--- src/rtl/prng_pkg.sv ---
// Shared definitions for the rolling random-number display: FSM states,
// active-low 7-segment codes ({g,f,e,d,c,b,a}) and the default roll interval.
package prng_pkg;

    typedef enum logic [1:0] {
        ST_IDLE  = 2'd0,
        ST_FETCH = 2'd1,
        ST_WAIT  = 2'd2,
        ST_DONE  = 2'd3
    } state_e;

    localparam int BASE_DIV_DEFAULT = 1_562_500;

    localparam logic [6:0] SEG_0 = 7'b1000000;
    localparam logic [6:0] SEG_1 = 7'b1111001;
    localparam logic [6:0] SEG_2 = 7'b0100100;
    localparam logic [6:0] SEG_3 = 7'b0110000;
    localparam logic [6:0] SEG_4 = 7'b0011001;
    localparam logic [6:0] SEG_5 = 7'b0010010;
    localparam logic [6:0] SEG_6 = 7'b0000010;
    localparam logic [6:0] SEG_7 = 7'b1111000;
    localparam logic [6:0] SEG_8 = 7'b0000000;
    localparam logic [6:0] SEG_9 = 7'b0010000;
    localparam logic [6:0] SEG_A = 7'b0001000;
    localparam logic [6:0] SEG_B = 7'b0000011;
    localparam logic [6:0] SEG_C = 7'b1000110;
    localparam logic [6:0] SEG_D = 7'b0100001;
    localparam logic [6:0] SEG_E = 7'b0000110;
    localparam logic [6:0] SEG_F = 7'b0001110;

endpackage

--- src/rtl/seg7_encode.sv ---
// Combinational nibble to active-low 7-segment decoder; hex digits 0-F.
module seg7_encode
    import prng_pkg::*;
(
    input  logic [3:0] nib_i,
    output logic [6:0] seg_o
);

    always_comb begin
        seg_o = SEG_0;
        case (nib_i)
            4'h0: seg_o = SEG_0;
            4'h1: seg_o = SEG_1;
            4'h2: seg_o = SEG_2;
            4'h3: seg_o = SEG_3;
            4'h4: seg_o = SEG_4;
            4'h5: seg_o = SEG_5;
            4'h6: seg_o = SEG_6;
            4'h7: seg_o = SEG_7;
            4'h8: seg_o = SEG_8;
            4'h9: seg_o = SEG_9;
            4'hA: seg_o = SEG_A;
            4'hB: seg_o = SEG_B;
            4'hC: seg_o = SEG_C;
            4'hD: seg_o = SEG_D;
            4'hE: seg_o = SEG_E;
            default: seg_o = SEG_F;
        endcase
    end

endmodule

--- src/rtl/prng_roll_display.sv ---
// Dice-style roll: shows ROLL_STEPS random bytes with linearly growing intervals,
// then settles. Define PRNG_ROLL_BCD_MODE_EN to show the byte mod 100 in decimal.
module prng_roll_display
    import prng_pkg::*;
#(
    parameter int BASE_DIV   = BASE_DIV_DEFAULT,
    parameter int ROLL_STEPS = 6
)(
    input  logic       CLK,
    input  logic       rst,
    input  logic [7:0] rnd_data,
    input  logic       rnd_valid,
    output logic       rnd_ready,
    input  logic       roll_req,
    output logic       busy,
    output logic       done,
    output logic [7:0] value,
    output logic [6:0] HEX0,
    output logic [6:0] HEX1
);

    localparam int CNT_W = $clog2(BASE_DIV * ROLL_STEPS + 1);
    localparam logic [CNT_W-1:0] BASE_C    = CNT_W'(BASE_DIV);
    localparam logic [3:0]       LAST_STEP = 4'(ROLL_STEPS - 1);

    state_e           state_q, state_d;
    logic [3:0]       step_q, step_d;
    logic [CNT_W-1:0] cnt_q, cnt_d;
    logic [CNT_W-1:0] tgt_q, tgt_d;
    logic [7:0]       disp_q, disp_d;
    logic [7:0]       value_q, value_d;
    logic             req_prev_q;
    logic [6:0]       hex0_q, hex1_q;
    logic [3:0]       nib_lo, nib_hi;
    logic [6:0]       seg_lo, seg_hi;

    // tgt_q accumulates BASE_DIV per step, so the WAIT length is BASE_DIV*(step+1)
    always_comb begin
        state_d = state_q;
        step_d  = step_q;
        cnt_d   = cnt_q;
        tgt_d   = tgt_q;
        disp_d  = disp_q;
        value_d = value_q;
        case (state_q)
            ST_IDLE: begin
                if (roll_req && !req_prev_q) begin
                    state_d = ST_FETCH;
                    step_d  = '0;
                    cnt_d   = '0;
                    tgt_d   = BASE_C;
                end
            end
            ST_FETCH: begin
                if (rnd_valid) begin
                    disp_d  = rnd_data;
                    cnt_d   = '0;
                    state_d = ST_WAIT;
                end
            end
            ST_WAIT: begin
                if (cnt_q == tgt_q - CNT_W'(1)) begin
                    if (step_q == LAST_STEP) begin
                        state_d = ST_DONE;
                    end else begin
                        step_d  = step_q + 4'd1;
                        tgt_d   = tgt_q + BASE_C;
                        state_d = ST_FETCH;
                    end
                end else begin
                    cnt_d = cnt_q + CNT_W'(1);
                end
            end
            default: begin
                value_d = disp_q;
                state_d = ST_IDLE;
            end
        endcase
    end

    always_ff @(posedge CLK) begin
        if (rst) begin
            state_q    <= ST_IDLE;
            step_q     <= '0;
            cnt_q      <= '0;
            tgt_q      <= '0;
            disp_q     <= '0;
            value_q    <= '0;
            req_prev_q <= 1'b1;
        end else begin
            state_q    <= state_d;
            step_q     <= step_d;
            cnt_q      <= cnt_d;
            tgt_q      <= tgt_d;
            disp_q     <= disp_d;
            value_q    <= value_d;
            req_prev_q <= roll_req;
        end
    end

`ifdef PRNG_ROLL_BCD_MODE_EN
    logic [7:0] mod100;
    always_comb begin
        mod100 = disp_q % 8'd100;
        nib_hi = 4'(mod100 / 8'd10);
        nib_lo = 4'(mod100 % 8'd10);
    end
`else
    always_comb begin
        nib_lo = disp_q[3:0];
        nib_hi = disp_q[7:4];
    end
`endif

    seg7_encode u_seg_lo (.nib_i(nib_lo), .seg_o(seg_lo));
    seg7_encode u_seg_hi (.nib_i(nib_hi), .seg_o(seg_hi));

    always_ff @(posedge CLK) begin
        if (rst) begin
            hex0_q <= SEG_0;
            hex1_q <= SEG_0;
        end else begin
            hex0_q <= seg_lo;
            hex1_q <= seg_hi;
        end
    end

    assign rnd_ready = (state_q == ST_FETCH);
    assign busy      = (state_q != ST_IDLE);
    assign done      = (state_q == ST_DONE);
    assign value     = value_q;
    assign HEX0      = hex0_q;
    assign HEX1      = hex1_q;

endmodule
--- config.mk ---
export PLATFORM = sky130hd
export DESIGN_NAME = prng_roll_display
export DESIGN_NICKNAME = d
export VERILOG_FILES = /design/src/rtl/prng_pkg.sv /design/src/rtl/seg7_encode.sv /design/src/rtl/prng_roll_display.sv
export SDC_FILE = /design/constraint.sdc
export NUM_CORES = 1
export LEC_CHECK = 0
export ABC_AREA = 1
export CAP_MARGIN = 10
export CORE_MARGIN = 2
export CORE_UTILIZATION = 60
export DETAILED_ROUTE_END_ITERATION = 16
export PLACE_DENSITY = 0.8
export SLEW_MARGIN = 20
export SYNTH_ARGS = -nofsm -noshare
export SYNTH_HDL_FRONTEND = slang
export SYNTH_HIERARCHICAL = 1
export SYNTH_SLANG_ARGS = --single-unit
export TNS_END_PERCENT = 1
--- constraint.sdc ---
create_clock -name CLK -period 2.9 [get_ports CLK]
set_input_delay 0.58 -clock CLK [delete_from_list [all_inputs] [get_ports CLK]]
set_output_delay 0.58 -clock CLK [all_outputs]
set_load 0.005 [all_outputs]
# --- Word level (Yosys, flattened, before mapping) ---
# Memory sizes are Yosys's and may differ from the RTL's. A register that Yosys moved wholly into a read port is not among the register bits.
# Cells that the tools add are included.
# Widths: inputs -> output; s select.
word_totals:
  register_bits: 71
  rom_bits: 224
  inputBits: 12
  out_inout_bits: 25
  elab_cells: 51
  memories: 2
mem_list:
  columns: ["name", "depth", "width", "read_ports", "rd_ports_with_merged_regs", "write_ports", "line", "rtl"]
  rows:
  - ["(no name shown)", 16, 7, 1, 1, 0, "seg7_encode.sv:11", "case (nib_i)"]
  - ["(no name shown)", 16, 7, 1, 1, 0, "seg7_encode.sv:11", null]
classes:
  n_addsub: 4
  n_eq_ne: 10
  muxes: 17
  n_reduce_logical: 11
ops:
  columns: ["cell", "count"]
  rows:
  - ["$mux 24", 6]
  - ["$pmux 24 s3", 1]
  - ["$pmux 24 s2", 1]
  - ["$add 24x1->24 const B", 1]
  - ["$add 24x21->24 const B", 1]
  - ["$eq 24x24->1", 1]
  - ["$sub 24x1->24 const B", 1]
  - ["$mux 4", 3]
  - ["$ne 2x2->1 const B", 5]
  - ["$mux 2", 4]
  - ["$pmux 4 s2", 1]
  - ["$reduce_and 4->1", 2]
  - ["$pmux 2 s3", 1]
  - ["$add 4x1->4 const B", 1]
  - ["$eq 2x2->1 const B", 2]
  - ["$eq 4x3->1 const B", 1]
  - ["$reduce_bool 2->1", 2]
  - ["$reduce_and 3->1", 1]
  - ["$reduce_bool 3->1", 1]
  - ["$reduce_or 3->1", 1]
  - ["$eq 2x1->1 const B", 1]
  - ["$logic_not 2->1", 1]
  - ["$reduce_and 2->1", 1]
  - ["$logic_and 1x1->1", 1]
  - ["$logic_not 1->1", 1]

# --- Longest topological paths before layout ---
# Gate-level depths: netlist of run 1.
logic_depth:
  depth_word: 4
  ltp_mapped: 18
  mapped_depth_nobuf: 18

# --- Cells and area by module ---
# Netlist of run 1, hierarchy kept.
by_module_without_submodules:
  columns: ["mod", "n_inst", "cells_each", "area_each_um2", "seq_area_each_um2"]
  rows:
  - ["prng_roll_display", 1, 850, 5408.9, 1661.6]
  - ["seg7_encode", 2, 49, 274.0, 0.0]

# --- Least setup slack after synthesis of run 1 ---
# Ideal clock, no wire load.
synth_path:
  path_type: "register to register"
  start: "register tgt_q[3]"
  end: "register tgt_q[6]"
  setup_ns: 0.132
  arrival_ns: 2.034
  required_ns: 2.768
  setup_slack_ns: 0.734
  stages_incl_launch_ff: 17
  n_path_buf: 1
  period_less_slack_ns: 2.166
  cell_sequence: "dfxtp_1 > inv_1 > ha_1 > inv_1 > nand2_1 > nand2_1 > nor2_1 > nand3_1 > nor2_1 > nand2_1 > nor2_1 > nand3_2 > o21bai_4 > nand2_4 > buf_4 > nand2_1 > a21oi_1"
synth_via:
  elab_chain_cells: 4
  elab_cells_between_ends: 8
  cone_classes: "add/sub: 2; eq/ne: 2; mux: 3; reduce/logical: 1"
synth_lines:
  columns: ["item", "line", "rtl"]
  rows:
  - ["start: declaration", "prng_roll_display.sv:29", "logic [CNT_W-1:0] tgt_q, tgt_d;"]
  - ["start signal: assignment", "prng_roll_display.sv:94", "tgt_q <= tgt_d;"]
  - ["$sub 24x1->24 / $add 24x21->24 (equally long branches)", "prng_roll_display.sv:62, prng_roll_display.sv:67", null]
  - ["$eq 24x24->1 / $mux 24 (equally long branches)", "prng_roll_display.sv:62, prng_roll_display.sv:63", null]
  - ["$ne 2x2->1 (no line) / $mux 24 (equally long branches)", null, null]
  - ["$reduce_and 4->1 (no line) / $pmux 24 s2 (equally long branches)", null, null]
# Several ways; a longest one is shown, not always the timed one. The select of a mux whose other input is x is not followed.
# A chain may end at the register's enable or synchronous reset.

# --- Worst setup path after layout of run 1 ---
layout_path:
  start: "register tgt_q[2]"
  end: "register tgt_q[13]"
# The elaborated chain is that of the path after synthesis.

==> results.cfg, run 1 <==
[detailed_routing]
drtAntennaViolNets = 0
via_count = 5897
routed_wl_mm = 14.7
first_iter_violations = 392
wire_per_inst_um = 13.5
dr.pass1.iters = 5
via_per_inst = 5.39
drcViolationCount = 0

[place]
io_buffers = 36
dpl_cell_area_um2 = 6310
dp_slack_ns = 0.329
hpwl_mm = 10.7
gp_congestion = 0.929

[synth]
synth_warnings = 6
synth_cells = 948
syn_area_um2 = 5960
yosys.area.top_type = dfxtp_1
synth_edf_count = 0
synth_cell_type_count = 35
synth-seq-area-share = 0.279
synth_most_common_cell = nand2_1
yosys-top-cells-count = nand2_1 (236), nand3_1 (127), nor2_1 (121), inv_1 (88), dfxtp_1 (83)
synth_top_area_frac = 0.279
synthArstFlopShare = 0
yosys-top-cells-area = dfxtp_1 (28%), nand2_1 (15%), nand3_1 (11%), nor2_1 (7.6%), inv_1 (5.5%)
ys.flop_type = dfxtp_1
synth_area_per_cell_um2 = 6.28
ys_ff_latch = 83
syn_nets = 979

[power]
ir_worst_vdd_uv = 409
p_leak_nw = 2.56
p_per_area_nw_per_um2 = 433
totalPowerFinal_mw = 2.81

[cells_and_area]
layout.nets = 987
final_util = 0.670
stdcell_area_um2 = 6480
layout-drive-gt1-share = 0.0812
syn_to_final_growth_pct = 8.86
n_antenna_cell = 0

[timing]
tightest_slew_ns = 0.662
fmax_mhz = 383
rsz0062_at_grt = false
fin_crit_ns = 2.61
final_hold_viol_count = 0
fin_skew_ns = 0.00714
drv_slew = 0
setup_viol = 0
relSlewSlack = 0.558
setup_tns_ns = 0
fin_crit_sh = 0.900
worst_slack_ns = 0.291

[worst_setup_path]
cp.required_ns = 3.21
cp-end-kind = flop
worstSetupPathType = reg2reg
crit_fanout = 18
cp-start-kind = flop
r2r_slack_ns = 0.29
arrival_ns = 2.92

[floorplanning]
start_util = 0.615
die_h_um = 104
ioPinCount = 37
core_um2 = 9680
die_w_um = 104
rows = 36
fp.dieArea_um2 = 10700

[cts]
clock-root-buffer = clkbuf_8
clk_latency_ns = 0.38
cts_setup_buffers = 0
path_clk_slew_ns = 0.09
h-tree-depth = 3
clock_sinks = 83
ctsHoldBuffers = 0
clockBufferDepth = 2
cts_buffers = 9
cts_tree = built
ctsResizeCount = 0

[global_routing]
grt_overflow_total = 0
grt_pass1_wl_mm = 24.4
grt_max_degree = 37
grtUsageTotal = 0.274
antenna_found_initial = 0
grt_pass1_vias = 5133

[run_status]
status = complete, no violations

[flow_run]
max-cap-violations = 0

[hold_path]
hold_path.class = reg2reg
==> final timing paths <==
kind             from         to  cells past startpoint
min reg2reg  value[7]   value[7]                      2
min          value[7]   value[7]                      2
max          tgt_q[2]  tgt_q[13]                     13
max reg2reg  tgt_q[2]  tgt_q[13]                     13
==> state kept, by name, indices dropped and copies added (netlist names) <==
name	flops
tgt_q	22
state_q	2
HEX1	7
value	8
cnt_q	24
disp_q	8
HEX0	7
step_q	4
req_prev_q	1
==> cell type report <==
cell class | instances | area (um2)
fillers | 872 | 3200
well taps | 133 | 166
multi-input cells | 717 | 3660
clock inverters | 5 | 36.3
inverters | 98 | 368
flip-flops and latches | 83 | 1660
repair buffers | 47 | 450
clock buffers | 11 | 141
==> routing by layer <==
layer,vias to the layer above,GRT usage,share of wire
met5,-,0,0
met4,0,0.0898,0.021
met1,2649,0.360,0.47
li1,3045,-,-
met2,179,0.447,0.45
met3,24,0.0636,0.059
==> cells in the final DEF, fill, tap and decap left out, types with 2 or more instances in the layout <==
| master | instances |
|---|---|
| clkbuf_8 | 10 |
| dfxtp_1 | 83 |
| clkdlybuf4s50_1 | 35 |
| nand3b_1 | 4 |
| a21oi_1 | 63 |
| or2_2 | 8 |
| o31ai_1 | 2 |
| nor3_1 | 14 |
| buf_4 | 10 |
| nand2_2 | 4 |
| nand4_1 | 20 |
| nor3b_1 | 4 |
| o21ai_2 | 2 |
| nand3_2 | 3 |
| nor2_1 | 120 |
| nand2_1 | 236 |
| xor2_1 | 25 |
| ha_1 | 19 |
| inv_2 | 9 |
| xnor2_1 | 16 |
| nand2_4 | 3 |
| inv_1 | 88 |
| o21ai_1 | 3 |
| nor2_4 | 11 |
| nor2_2 | 8 |
| nand3_1 | 127 |
| o21ai_0 | 20 |
| clkinvlp_4 | 3 |
==> critical path: stages, from the launching register on <==
cell      delay, ns
dfxtp_1        0.36
inv_2          0.12
ha_1           0.30
nand2_2        0.16
nor2_4         0.18
nand4_1        0.09
nand2_1        0.07
nand2_1        0.04
nor2_1         0.16
nand3_2        0.17
o21bai_4       0.33
buf_4          0.29
nand3_1        0.10
a21oi_1        0.15
==> power breakdown <==
part | switching [mW] | internal [mW]
combinational | 0.487 | 0.274
sequential | 0.0756 | 1.18
clock | 0.456 | 0.336
==> through the flow <==
stage               hold WS, ns  cells
finish                    0.498   1094
global route              0.512   1094
CTS                       0.497   1094
detailed placement        0.477   1078
global placement          0.472   1078
floorplan                 0.448    948
==> cells by family (layout without fill, tap and decap cells) <==
| family | count (synthesis) | in the layout | share of synthesized area |
|---|---|---|---|
| AO/OA/AOI/OAI | 93 | 93 | 0.0836 |
| XOR/XNOR | 41 | 41 | 0.0603 |
| adder cells (fa/ha/maj) | 19 | 19 | 0.0399 |
| buffers and inverters | 148 | 161 | 0.107 |
| flip-flops | 83 | 83 | 0.279 |
| AND/OR/NAND/NOR | 564 | 564 | 0.430 |
Power figures use the tool's default switching activity.
==> inputs of run 2 (changes only) <==
--- a/config.mk
+++ b/config.mk
@@ -9,8 +9,11 @@
 export CAP_MARGIN = 10
 export CORE_MARGIN = 2
 export CORE_UTILIZATION = 60
+export CTS_CLUSTER_DIAMETER = 30
 export DETAILED_ROUTE_END_ITERATION = 16
 export PLACE_DENSITY = 0.8
+export RECOVER_POWER = 50
+export SKIP_CTS_REPAIR_TIMING = 1
 export SLEW_MARGIN = 20
 export SYNTH_ARGS = -nofsm -noshare
 export SYNTH_HDL_FRONTEND = slang
==> run 2 against run 1 <==
Via count shrank 0.14%. First-iteration DRC count grew 0.77%. Hold slack lost 0.0059 ns. Total power shrank 0.15%. Critical path depth is the same. Register-to-register slack is essentially flat. Final cell count is the same. Final area shrank 0.14%. Clock power is essentially flat. Critical endpoint unchanged.
==> results.cfg, run 2 (same netlist as run 1, synthesis figures left out) <==
[global_routing]
grt_max_degree = 37
grt_pass1_vias = 5133
grt_overflow_total = 0
grt_pass1_wl_mm = 24.4
antenna_found_initial = 0
grtUsageTotal = 0.274

[place]
gp_congestion = 0.929
io_buffers = 36
dp.cells = 1078
dp_slack_ns = 0.329
dpl_cell_area_um2 = 6310
hpwl_mm = 10.7

[floorplanning]
ioPinCount = 37
fp.dieArea_um2 = 10700
rows = 36
die_w_um = 104
die_h_um = 104
core_um2 = 9680
start_util = 0.615

[hold_path]
hold_path.class = reg2reg

[worst_setup_path]
reg2reg_from = tgt_q[2]
crit_path_end = tgt_q[13]
cp-end-kind = flop
worstSetupPathType = reg2reg
r2r_slack_ns = 0.29
crit_fanout = 18
cp-start-kind = flop
r2r-end = tgt_q[13]
arrival_ns = 2.92
worst_r2r_path_depth = 13
startpoint = tgt_q[2]
cp.required_ns = 3.21

[cells_and_area]
syn_to_final_growth_pct = 8.72
layout.nets = 987
stdcell_area_um2 = 6480
area.sequential_um2 = 1660
fill_cells = 875
final_cell_mix = nand2_1 (236), nand3_1 (127), nor2_1 (120), inv_1 (88), dfxtp_1 (83)
instances_no_fill = 1094
top_regs = cnt_q (24), tgt_q (22)
multi_input_area_um2 = 3660
regMostFlops = cnt_q
final_common_cell = nand2_1
final_util = 0.669
layout-drive-gt1-share = 0.0780
largest_reg_flops = 24
n_antenna_cell = 0

[timing]
fmax_mhz = 383
fin_crit_ns = 2.61
worst_slack_ns = 0.291
final_hold_viol_count = 0
setup_tns_ns = 0
fin_crit_sh = 0.900
drv_slew = 0
fin_skew_ns = 0.00570
whs_ns = 0.492
tightest_slew_ns = 1.22
rsz0062_at_grt = false
relSlewSlack = 0.187
setup_viol = 0

[detailed_routing]
drcViolationCount = 0
via_count = 5889
wire_per_inst_um = 13.5
drtAntennaViolNets = 0
routed_wl_mm = 14.7
via_per_inst = 5.38
dr.pass1.iters = 5
first_iter_violations = 395

[cts]
clockBufferDepth = 2
h-tree-depth = 3
path_clk_slew_ns = 0.09
cts_tree = built
clk_latency_ns = 0.38
clock_sinks = 83
cts_buffers = 9
clock-root-buffer = clkbuf_8

[power]
totalPowerFinal_mw = 2.81
ir_worst_vdd_uv = 407
p_per_area_nw_per_um2 = 433
p_leak_nw = 2.62

[flow_run]
max-cap-violations = 0

[run_status]
status = complete, no violations
## run 2: cell count changes in the layout (fill, tap and decap cells not counted)
cell	before	now
clkbuf_1	1	4
clkdlybuf4s50_1	35	11
buf_2	1	0
dlygate4sd3_1	0	24
buf_4	10	8
## run 2: final cells by class
cell class	count	area share
clock inverter	5	0.00560
tap	133	0.0257
timing repair buffer	47	0.0682
multi-input combinational	717	0.565
sequential	83	0.257
clock buffer	11	0.0218
inverter	98	0.0568
## run 2: critical path: stages (launching register included)
cell and delay, ns:
dfxtp_1 0.36, inv_2 0.12, ha_1 0.30, nand2_2 0.16, nor2_4 0.18, nand4_1 0.09, nand2_1 0.07, nand2_1 0.04
nor2_1 0.16, nand3_2 0.17, o21bai_4 0.33, buf_4 0.29, nand3_1 0.10, a21oi_1 0.15
## run 2: worst min path at each step
stage / start / to / slack [ns] / cells after the start
global route: value[3] / value[3] / 0.51 / 2
detailed placement: value[7] / value[7] / 0.48 / 2
global placement: value[6] / value[6] / 0.47 / 2
finish: value[7] / value[7] / 0.49 / 2
floorplan: disp_q[3] / disp_q[3] / 0.45 / 2
CTS: value[7] / value[7] / 0.50 / 2
## run 2: report_power, final
group / switching (mW) / internal, mW
Sequential: 0.0754 / 1.18
Combinational: 0.488 / 0.269
Clock: 0.456 / 0.336
## run 2: routing by layer
metal | share of wire | wire length [um] | GRT usage
met1 | 0.46 | 6780 | 0.360
met2 | 0.45 | 6680 | 0.447
met3 | 0.064 | 936 | 0.0636
met4 | 0.022 | 331 | 0.0898
met5 | 0 | 0 | 0
==> inputs of run 3 (changes only) <==
--- a/config.mk
+++ b/config.mk
@@ -6,7 +6,7 @@
 export NUM_CORES = 1
 export LEC_CHECK = 0
 export ABC_AREA = 1
-export CAP_MARGIN = 10
+export CORE_ASPECT_RATIO = 1.1
 export CORE_MARGIN = 2
 export CORE_UTILIZATION = 60
 export CTS_CLUSTER_DIAMETER = 30
==> run 3 against run 2 <==
Final area about the same. Fmax up 1.9%. Highest routed layer unchanged. Sequential share of layout area about the same. Largest cell class unchanged.
==> results.cfg, run 3 (same netlist as run 1, synthesis figures left out) <==
[cells_and_area]
n_antenna_cell = 0
top_regs = cnt_q (24), tgt_q (22)
layout.nets = 988
final_util = 0.664
regMostFlops = cnt_q
final_common_cell = nand2_1
area.sequential_um2 = 1660
largest_reg_flops = 24
multi_input_area_um2 = 3660
layout-drive-gt1-share = 0.0811
instances_no_fill = 1082
syn_to_final_growth_pct = 8.70
fill_cells = 890
final_cell_mix = nand2_1 (236), nand3_1 (127), nor2_1 (120), inv_1 (88), dfxtp_1 (83)

[power]
p_per_area_nw_per_um2 = 429
p_leak_nw = 2.64
ir_worst_vdd_uv = 291
totalPowerFinal_mw = 2.78
p_sw_mw = 1.01
intPower_mw = 1.77
p_comb_frac = 0.276
pwr-share-clk = 0.273
swShare = 0.365
seq_power_share = 0.451

[floorplanning]
core_um2 = 9750
rows = 38
die_h_um = 109
die_w_um = 99.0
ioPinCount = 37
fp.dieArea_um2 = 10700
start_util = 0.611

[place]
hpwl_mm = 10.9
dp_slack_ns = 0.353
io_buffers = 36
gp_congestion = 0.943
dp.cells = 1066

[worst_setup_path]
cp-end-kind = flop
arrival_ns = 2.77
crit_fanout = 24
crit_path_max_incr_delay_ns = 0.37
crit_path_end = cnt_q[1]
r2r_slack_ns = 0.34
worstPathCellList = inv_2 > ha_1 > nand2_2 > nor2_4 > a21oi_1 > nor2_1 > nand2_1 > nor2_1 > nand3_2 > nor2_4 > nand2_2 > nand2_4 > nand2_1 > nand2_1 > nor2_1
cp-start-kind = flop
worst_r2r_path_depth = 15
worstSetupPathType = reg2reg
reg2reg_from = tgt_q[2]
slowest_stage = dfxtp_1
cp.required_ns = 3.11
startpoint = tgt_q[2]
r2r-end = cnt_q[1]

[timing]
fin_skew_ns = 0.0117
setup_tns_ns = 0
setup_viol = 0
drv_slew = 0
worst_slack_ns = 0.340
tightest_slew_ns = 1.22
fin_crit_ns = 2.56
fmax_mhz = 391
rsz0062_at_grt = false
relSlewSlack = 0.190
final_hold_viol_count = 0
fin_crit_sh = 0.883

[global_routing]
grt_max_degree = 46
grt_pass1_wl_mm = 24.4
grtUsageTotal = 0.277
grt_pass1_vias = 5177
grt_overflow_total = 0
antenna_found_initial = 0

[detailed_routing]
first_iter_violations = 449
drcViolationCount = 0
via_per_inst = 5.55
via_count = 6009
dr.pass1.iters = 6
wire_per_inst_um = 13.7
routed_wl_mm = 14.8
drtAntennaViolNets = 0

[hold_path]
hold_path.class = reg2reg

[cts]
clockBufferDepth = 2
clock-root-buffer = clkbuf_8
h-tree-depth = 3
clock_sinks = 83
cts_buffers = 9
clk_latency_ns = 0.36
cts_tree = built
path_clk_slew_ns = 0.09

[run_status]
status = complete, no violations

[flow_run]
max-cap-violations = 0
-- run 3: changes by cell type in the layout (fill, tap and decap cells not counted), sizes merged --
cell	before	now
clkinv	2	5
clkbuf	14	12
clkinvlp	3	1
clkdlybuf4s50	11	12
buf	9	11
dlygate4sd3	24	23
-- run 3: per-stage QoR --
| stage | hold slack (ns) | cell area, um2 |
|---|---|---|
| CTS | 0.502 | 6480 |
| global route | 0.521 | 6470 |
| global placement | 0.475 | 6310 |
| detailed placement | 0.484 | 6310 |
| finish | 0.496 | 6470 |
| floorplan | 0.448 | 5960 |
-- run 3: cell type report --
class                   count  share of cell area
flip-flops and latches     83               0.257
clock inverters             6             0.00618
inverters                  98              0.0568
well taps                 120              0.0232
repair buffers             48              0.0721
clock buffers              10              0.0197
multi-input cells         717               0.565
-- run 3: worst min path at each step --
stage | startpoint | end | slack, ns | cells after the start
floorplan | disp_q[3] | disp_q[3] | 0.45 | 2
global placement | value[7] | value[7] | 0.47 | 2
detailed placement | value[1] | value[1] | 0.48 | 2
CTS | value[0] | value[0] | 0.50 | 2
global route | value[2] | value[2] | 0.52 | 2
finish | value[5] | value[5] | 0.50 | 2
-- run 3: metal layers --
layer  GRT usage  share of wire
met1       0.354           0.43
met3      0.0459          0.063
met4      0.0930          0.023
met5           0              0
met2       0.475           0.49
-- run 3: critical path, delay by kind of cell (launching register included) --
kind	cells	cell delay (ns)
adders and majority gates	1	0.30
and+or+nand+nor	12	1.52
buffers and inverters	1	0.12
DFF	1	0.37
AOI/OAI and AO/OA	1	0.08
-- run 3: power by group through the flow --
stage | clock network (mW) | registers (mW) | logic, mW
global placement | 0 | 1.28 | 0.749
detailed placement | 0 | 1.28 | 0.758
global route | 0.824 | 1.26 | 0.857
floorplan | 0 | 1.24 | 0.623
CTS | 0.774 | 1.25 | 0.763
finish | 0.759 | 1.25 | 0.766
